===== src/rtl/branch_compare_stage.sv =====
// Branch compare/redirect: A-B subtract gives eq/lts/ltu, funct3 picks the condition, emits next PC and mispredict.
// Latency: 2 cycles from accept to out_valid; 1 entry/cycle when out_ready stays high.
// Backpressure: out_ready low holds S2, S1 fills, then in_ready drops; flush kills both stages.
module branch_compare_stage #(
    parameter int XLEN      = 64,
    parameter int CNT_WIDTH = 32
) (
    input  logic                 clk,
    input  logic                 reset,
    input  logic                 flush,
    input  logic                 in_valid,
    output logic                 in_ready,
    input  logic [XLEN-1:0]      in_a,
    input  logic [XLEN-1:0]      in_b,
    input  logic [2:0]           in_funct3,
    input  logic [XLEN-1:0]      in_pc,
    input  logic [XLEN-1:0]      in_imm,
    input  logic                 in_pred_taken,
    output logic                 out_valid,
    input  logic                 out_ready,
    output logic                 out_taken,
    output logic [XLEN-1:0]      out_next_pc,
    output logic                 out_mispredict,
    output logic                 out_illegal,
    output logic [CNT_WIDTH-1:0] mispredict_cnt
);

    logic            s1_valid;
    logic [XLEN-1:0] s1_a, s1_b, s1_pc, s1_imm, s1_diff;
    logic [2:0]      s1_funct3;
    logic            s1_pred, s1_c;

    logic            s1_adv, accept;
    logic [XLEN:0]   sum;

    // Carry out of a + ~b + 1 is set exactly when a >= b unsigned.
    assign sum      = {1'b0, in_a} + {1'b0, ~in_b} + {{XLEN{1'b0}}, 1'b1};
    assign s1_adv   = s1_valid && (!out_valid || out_ready);
    assign in_ready = !reset && !flush && (!s1_valid || s1_adv);
    assign accept   = in_valid && in_ready;

    logic            eq, lts, ltu;
    logic            ev_taken, ev_illegal, ev_mispredict;
    logic [XLEN-1:0] ev_next_pc;

    assign eq  = (s1_diff == '0);
    assign lts = (s1_a[XLEN-1] ^ s1_b[XLEN-1]) ? s1_a[XLEN-1] : s1_diff[XLEN-1];
    assign ltu = !s1_c;

    always_comb begin
        ev_taken   = 1'b0;
        ev_illegal = 1'b0;
        case (s1_funct3)
            3'b000:  ev_taken = eq;
            3'b001:  ev_taken = !eq;
            3'b100:  ev_taken = lts;
            3'b101:  ev_taken = !lts;
            3'b110:  ev_taken = ltu;
            3'b111:  ev_taken = !ltu;
            default: ev_illegal = 1'b1;
        endcase
        ev_next_pc    = ev_taken ? (s1_pc + s1_imm) : (s1_pc + XLEN'(4));
        ev_mispredict = !ev_illegal && (ev_taken != s1_pred);
    end

    always_ff @(posedge clk) begin
        if (reset) begin
            s1_valid       <= 1'b0;
            s1_a           <= '0;
            s1_b           <= '0;
            s1_pc          <= '0;
            s1_imm         <= '0;
            s1_diff        <= '0;
            s1_funct3      <= '0;
            s1_pred        <= 1'b0;
            s1_c           <= 1'b0;
            out_valid      <= 1'b0;
            out_taken      <= 1'b0;
            out_next_pc    <= '0;
            out_mispredict <= 1'b0;
            out_illegal    <= 1'b0;
            mispredict_cnt <= '0;
        end else begin
            // A handshake in the flush cycle still reaches the consumer, so it counts.
            if (out_valid && out_ready && out_mispredict && (mispredict_cnt != '1))
                mispredict_cnt <= mispredict_cnt + CNT_WIDTH'(1);

            if (flush) begin
                s1_valid       <= 1'b0;
                out_valid      <= 1'b0;
                out_taken      <= 1'b0;
                out_next_pc    <= '0;
                out_mispredict <= 1'b0;
                out_illegal    <= 1'b0;
            end else begin
                if (accept) begin
                    s1_valid  <= 1'b1;
                    s1_a      <= in_a;
                    s1_b      <= in_b;
                    s1_pc     <= in_pc;
                    s1_imm    <= in_imm;
                    s1_funct3 <= in_funct3;
                    s1_pred   <= in_pred_taken;
                    s1_diff   <= sum[XLEN-1:0];
                    s1_c      <= sum[XLEN];
                end else if (s1_adv) begin
                    s1_valid <= 1'b0;
                end

                if (s1_adv) begin
                    out_valid      <= 1'b1;
                    out_taken      <= ev_taken;
                    out_next_pc    <= ev_next_pc;
                    out_mispredict <= ev_mispredict;
                    out_illegal    <= ev_illegal;
                end else if (out_ready) begin
                    out_valid <= 1'b0;
                end
            end
        end
    end

endmodule


===== config.mk =====
export PLATFORM = sky130hd
export DESIGN_NAME = branch_compare_stage
export DESIGN_NICKNAME = d
export VERILOG_FILES = /design/src/rtl/branch_compare_stage.sv
export SDC_FILE = /design/constraint.sdc
export NUM_CORES = 1
export LEC_CHECK = 0
export ABC_CLOCK_PERIOD_IN_PS = 4300
export CAP_MARGIN = 40
export CORE_AREA = 10 10 175 258
export CTS_CLUSTER_SIZE = 30
export DETAILED_ROUTE_END_ITERATION = 7
export DIE_AREA = 0 0 185 268
export PLACE_DENSITY = 0.76
export SYNTH_ARGS = -nofsm -noshare
export SYNTH_HDL_FRONTEND = slang
export SYNTH_SLANG_ARGS = --single-unit
export TNS_END_PERCENT = 20

===== constraint.sdc =====
create_clock -name clk -period 4.3 [get_ports clk]
set_input_delay 1.29 -clock clk [delete_from_list [all_inputs] [get_ports clk]]
set_output_delay 1.29 -clock clk [all_outputs]
set_load 0.005 [all_outputs]

Word-level counts from Yosys, hierarchy flattened
Cells that the tools add are included.
{"block": "word_totals", "wordCells": 62, "ff_bits": 426, "output_inout_bits": 101, "mem_bits_ro": 0, "mem_count": 0, "ram_bits": 0, "latchBits": 0}
{"block": "classes", "div_mod_pow": 0, "mul": 0, "mux": 8, "shifts": 0, "n_addsub": 5, "reduce_logical": 24, "n_lt_le_gt_ge": 0, "eq_ne": 7, "bitwise_logic": 3}
{"cell": "adder 64 x 64 -> 65 bit", "count": 1}
{"cell": "adder 65 x 1 -> 65 bit, second input constant", "count": 1}
{"cell": "adder 64 x 3 -> 64 bit, second input constant", "count": 1}
{"cell": "adder 64 bit", "count": 1}
{"cell": "zero test 64 bit", "count": 1}
{"cell": "two-way mux 64 bit", "count": 1}
{"cell": "NOT 64 bit", "count": 1}
{"cell": "adder 32 x 1 -> 32 bit, second input constant", "count": 1}
{"cell": "!= test 32 bit, second input constant", "count": 1}
{"cell": "equality test 3 bit, second input constant", "count": 4}
{"cell": "logical AND 1 bit", "count": 8}
{"cell": "zero test 1 bit", "count": 7}
{"cell": "two-way mux 1 bit", "count": 6}
{"cell": "one-hot mux 1 bit (6 select lines)", "count": 1}
{"cell": "OR reduction 6 bit", "count": 1}
{"cell": "nonzero test 2 bit", "count": 2}
{"cell": "equality test 3 x 1 -> 1 bit, second input constant", "count": 1}
{"cell": "zero test 3 bit", "count": 1}
{"cell": "logical OR 1 bit", "count": 2}
{"cell": "AND reduction 2 bit", "count": 1}
{"cell": "OR reduction 2 bit", "count": 1}
{"cell": "!= test 1 bit", "count": 1}
{"cell": "NOT 1 bit", "count": 1}
{"cell": "bitwise XOR 1 bit", "count": 1}

Depth between registers and ports, before layout
{"block": "logic_depth", "ltp_word": 7, "mapped_depth": 14, "ltp_nobuf": 14}

Worst setup path after synthesis
OpenSTA, ideal clock, no wires.
{"block": "synth_timing", "kind": "input -> register", "startpoint": "input in_a[0]", "endpoint": "register s1_diff[58]", "stages": 14, "required_time_ps": 4183, "arrival_time_ps": 3750, "setup_slack_ps": 432, "path_cell_list": "inv_1 ha_1 fa_1 nor2b_1 o211ai_1 a21oi_1 o21ai_0 a21oi_1 o211ai_1 a21oi_1 o221ai_1 a21oi_1 mux2i_1 nand2_1"}
{"block": "synth_via", "elab_chain_len": 2}
{"item": "start: declaration", "line": "13", "rtl": "input logic [XLEN-1:0] in_a,"}
{"item": "adder 64 x 64 -> 65 bit", "line": "37", "rtl": "assign sum = {1'b0, in_a} + {1'b0, ~in_b} + {{XLEN{1'b0}}, 1'b1};"}
{"item": "adder 65 x 1 -> 65 bit", "line": "37"}
{"item": "end signal: assignment", "line": "104", "rtl": "s1_diff <= sum[XLEN-1:0];"}
{"item": "end: declaration", "line": "29", "rtl": "logic [XLEN-1:0] s1_a, s1_b, s1_pc, s1_imm, s1_diff;"}
No other way between the ends.
A chain may end at the register's enable or synchronous reset.

Final worst setup path
{"block": "layout_timing", "startpoint": "input flush", "endpoint": "output in_ready"}
{"block": "layout_via", "elab_chain_len": 3}
{"item": "start: declaration", "line": "10", "rtl": "input logic flush,"}
{"item": "zero test 1 bit", "line": "39", "rtl": "assign in_ready = !reset && !flush && (!s1_valid || s1_adv);"}
{"item": "logical AND 1 bit (2 in series)", "line": "39"}
{"item": "end: declaration", "line": "12", "rtl": "output logic in_ready,"}
No other way between the ends.

==> metrics.txt <==
status=finished, final reports clean; multiplexer share of the synthesized area=0.00400; share of the synthesized area in the top cell type=0.300; register bit total from synthesis=300; Mean Syn Cell Area=7.31 um2; Top FF cell, synth=dfxtp_1; Worst Setup End Kind=output port; Routed WL=67,400 um; HPWL Detailed=53,900 um; clock latency on the worst-skew pair=570 ps; Syn Std Cell Area=0.0200 mm2; Cell Area, Placed=0.0247 mm2; startpoint types=input pin; Routed WL per cell=18.6 um; Top Ports=366; post-synth cell types=83; worst-margin pin slew=840 ps; die footprint=0.0496 mm2; Synth Area in Simple Gates=0.232; Clock transition at path regs=60 ps; Sink Count=300; Die H=268 um; nets=3,501; I/O Buffers=365; fillers=3,704; # rows=90; crit path max fanout=3; cts hold-fix bufs=0; net count after synthesis=3,133; Pwr per Cell Area=276 mW/mm2; GR Util All Layers=0.259; Post-Synthesis Cells=2,737; initial cell density of the core=0.496; post-synthesis compound-gate area fraction=0.242; post-CTS setup buffers=0; CP Data Arrival Time=2940 ps; Max-slew headroom=0.437; core area=0.0403 mm2; Post-Synth Adder-Cell Area=0.0832; first-pass GRT wire length=105,000 um; H-tree Lvls=1; Vias/cell=5.71; remaining global-route overflow=0; leakage power=10.3 nW; FMAX=236 MHz; setup violators final=0; Worst VDD drop=278 uV; fin area=0.0257 mm2; vias=20.7k; Die X=185 um; Tmin final=4230 ps; fin crit share=0.985; largest net degree at the start of global routing=130; synth top area cells=dfxtp_1 (30%), a21oi_1 (9.7%), nand2_1 (9.6%); DRC Markers=0; Antenna Nets Post-Route=0; GP Congestion=0.960; YS warnings=0; Hold WC Path Type=reg -> reg; Setup CP Type=in -> out; P&R area growth vs syn=28.5%; clock buffer count from CTS=30; vias in the first global route=20.6k; Placement Setup Slack=-466 ps; Synth area leader=dfxtp_1; fin. max-slew vios=0; CTS root buffer=clkbuf_16; max cap viols=0; Reg area=0.00601 mm2; PnR worst setup slack=65.2 ps; area of the multi-input gates=0.0130 mm2; fraction of layout cells with a size suffix above 1=0.0672; sequential share of the synthesized area=0.300; Worst Skew=13.4 ps; DRT Pass-1 Iters=8; antenna violations before repair=7; clock buffer depth=3; Async SR Flop Fraction=0; CTS tree=done; Post-Synth XOR/XNOR Area=0.0871; Worst Path Required=3010 ps; 1st-iter DRT viols=1,291; Commonest cells post-synth=nand2_1 (509), a21oi_1 (389), dfxtp_1 (300), nor2_1 (186), o21ai_0 (141); Post-synth EDFFs=0; Fin. Hold Viols=0; count leader, synth=nand2_1; largest family of logic cells by synthesized area=compound AO/OA/AOI/OAI gates
## sequential cells by signal (all words and copies together) (netlist names)
name,flops
out_next_pc,64
s1_diff,64
s1_imm,64
s1_pc,64
mispredict_cnt,32
s1_funct3,3
out_illegal,1
out_mispredict,1
out_taken,1
out_valid,1
s1_a,1
s1_b,1
s1_c,1
s1_pred,1
s1_valid,1
## layout by cell type, fill, tap and decap left out, types with 7 or more instances in the layout
cell type / Yosys / final
and2_1: 10 / 9
o21ai_0: 141 / 140
dfxtp_1: 300 / 300
and3_1: 29 / 29
nor2_1: 186 / 186
xnor2_1: 102 / 102
o211ai_1: 22 / 22
o21bai_1: 28 / 28
a21o_1: 77 / 77
a21boi_0: 7 / 7
a31oi_1: 14 / 14
xor2_1: 97 / 97
o21a_1: 18 / 18
nor2b_1: 18 / 16
clkbuf_1: 138 / 11
nor3_1: 49 / 49
buf_4: 0 / 121
inv_1: 110 / 110
nor4_1: 21 / 21
or2_2: 8 / 8
a21oi_1: 389 / 387
nand4_1: 61 / 61
a211oi_1: 36 / 36
nand2b_1: 10 / 9
or3_1: 15 / 15
clkbuf_16: 0 / 31
mux2i_1: 8 / 8
and4_1: 11 / 11
nand3_1: 73 / 73
nand2_1: 509 / 508
ha_1: 129 / 129
clkdlybuf4s50_1: 0 / 364
## per-stage QoR
stage	TNS [ps]	power [W]	util	hold WS (ps)	instances
floorplan	0	0.00386	-	429	2737
global route	-5.82	0.00741	0.637	467	3633
finish	0	0.00709	0.637	451	3633
global placement	-4810	0.00451	0.613	437	3579
detailed placement	-6200	0.00453	0.613	445	3579
CTS	0	0.00713	0.637	453	3630
## kinds of logic after synthesis
kind of cell,after synthesis
mux,8
buf+inv,264
compound gates,806
fa+ha+maj,132
simple gates,1028
flops,300
xor+xnor,199
## worst max-delay path, stage by stage
cell             delay (ps)
clkdlybuf4s50_1         510
or2_2                   350
a21oi_1                 120
buf_4                   160
clkdlybuf4s50_1         520
## power by group
group	switching [W]	leakage, nW	internal, W
logic	0.000792	7.43	0.000745
clock network	0.00109	0.463	0.00152
registers	0.0000779	2.43	0.00287
## per-layer routing
metal | up-vias | GRT usage | part of all wire
met4 | 8 | 0.136 | 0.051
met2 | 644 | 0.475 | 0.51
met1 | 9612 | 0.278 | 0.38
met3 | 172 | 0.0415 | 0.058
li1 | 10292 | - | -
met5 | - | 0 | 0.00074
## path summary, 6_finish.rpt
| path | startpoint | end | slack, ps | cells past startpoint |
|---|---|---|---|---|
| max | flush | in_ready | 70 | 5 |
| min reg2reg | s1_diff[11] | s1_diff[11] | 450 | 2 |
| max reg2reg | s1_pc[0] | out_next_pc[60] | 520 | 12 |
| min | s1_diff[11] | s1_diff[11] | 450 | 2 |
## what timing repair did
| item | CTS | global route |
|---|---|---|
| setup endpoints to repair | 0 | 10 |
| hold endpoints to repair | 0 | 0 |
| resized for setup | 0 | 7 |
## layout make-up
| type | count | share of cell area |
|---|---|---|
| clock inverter | 4 | 0.00282 |
| timing repair buffer | 490 | 0.181 |
| tap | 506 | 0.0246 |
| clock buffer | 47 | 0.0345 |
| antenna | 3 | 0.000292 |
| inverter | 110 | 0.0161 |
| multi-input combinational | 2173 | 0.507 |
| sequential | 300 | 0.234 |
Power figures use the tool's default switching activity.
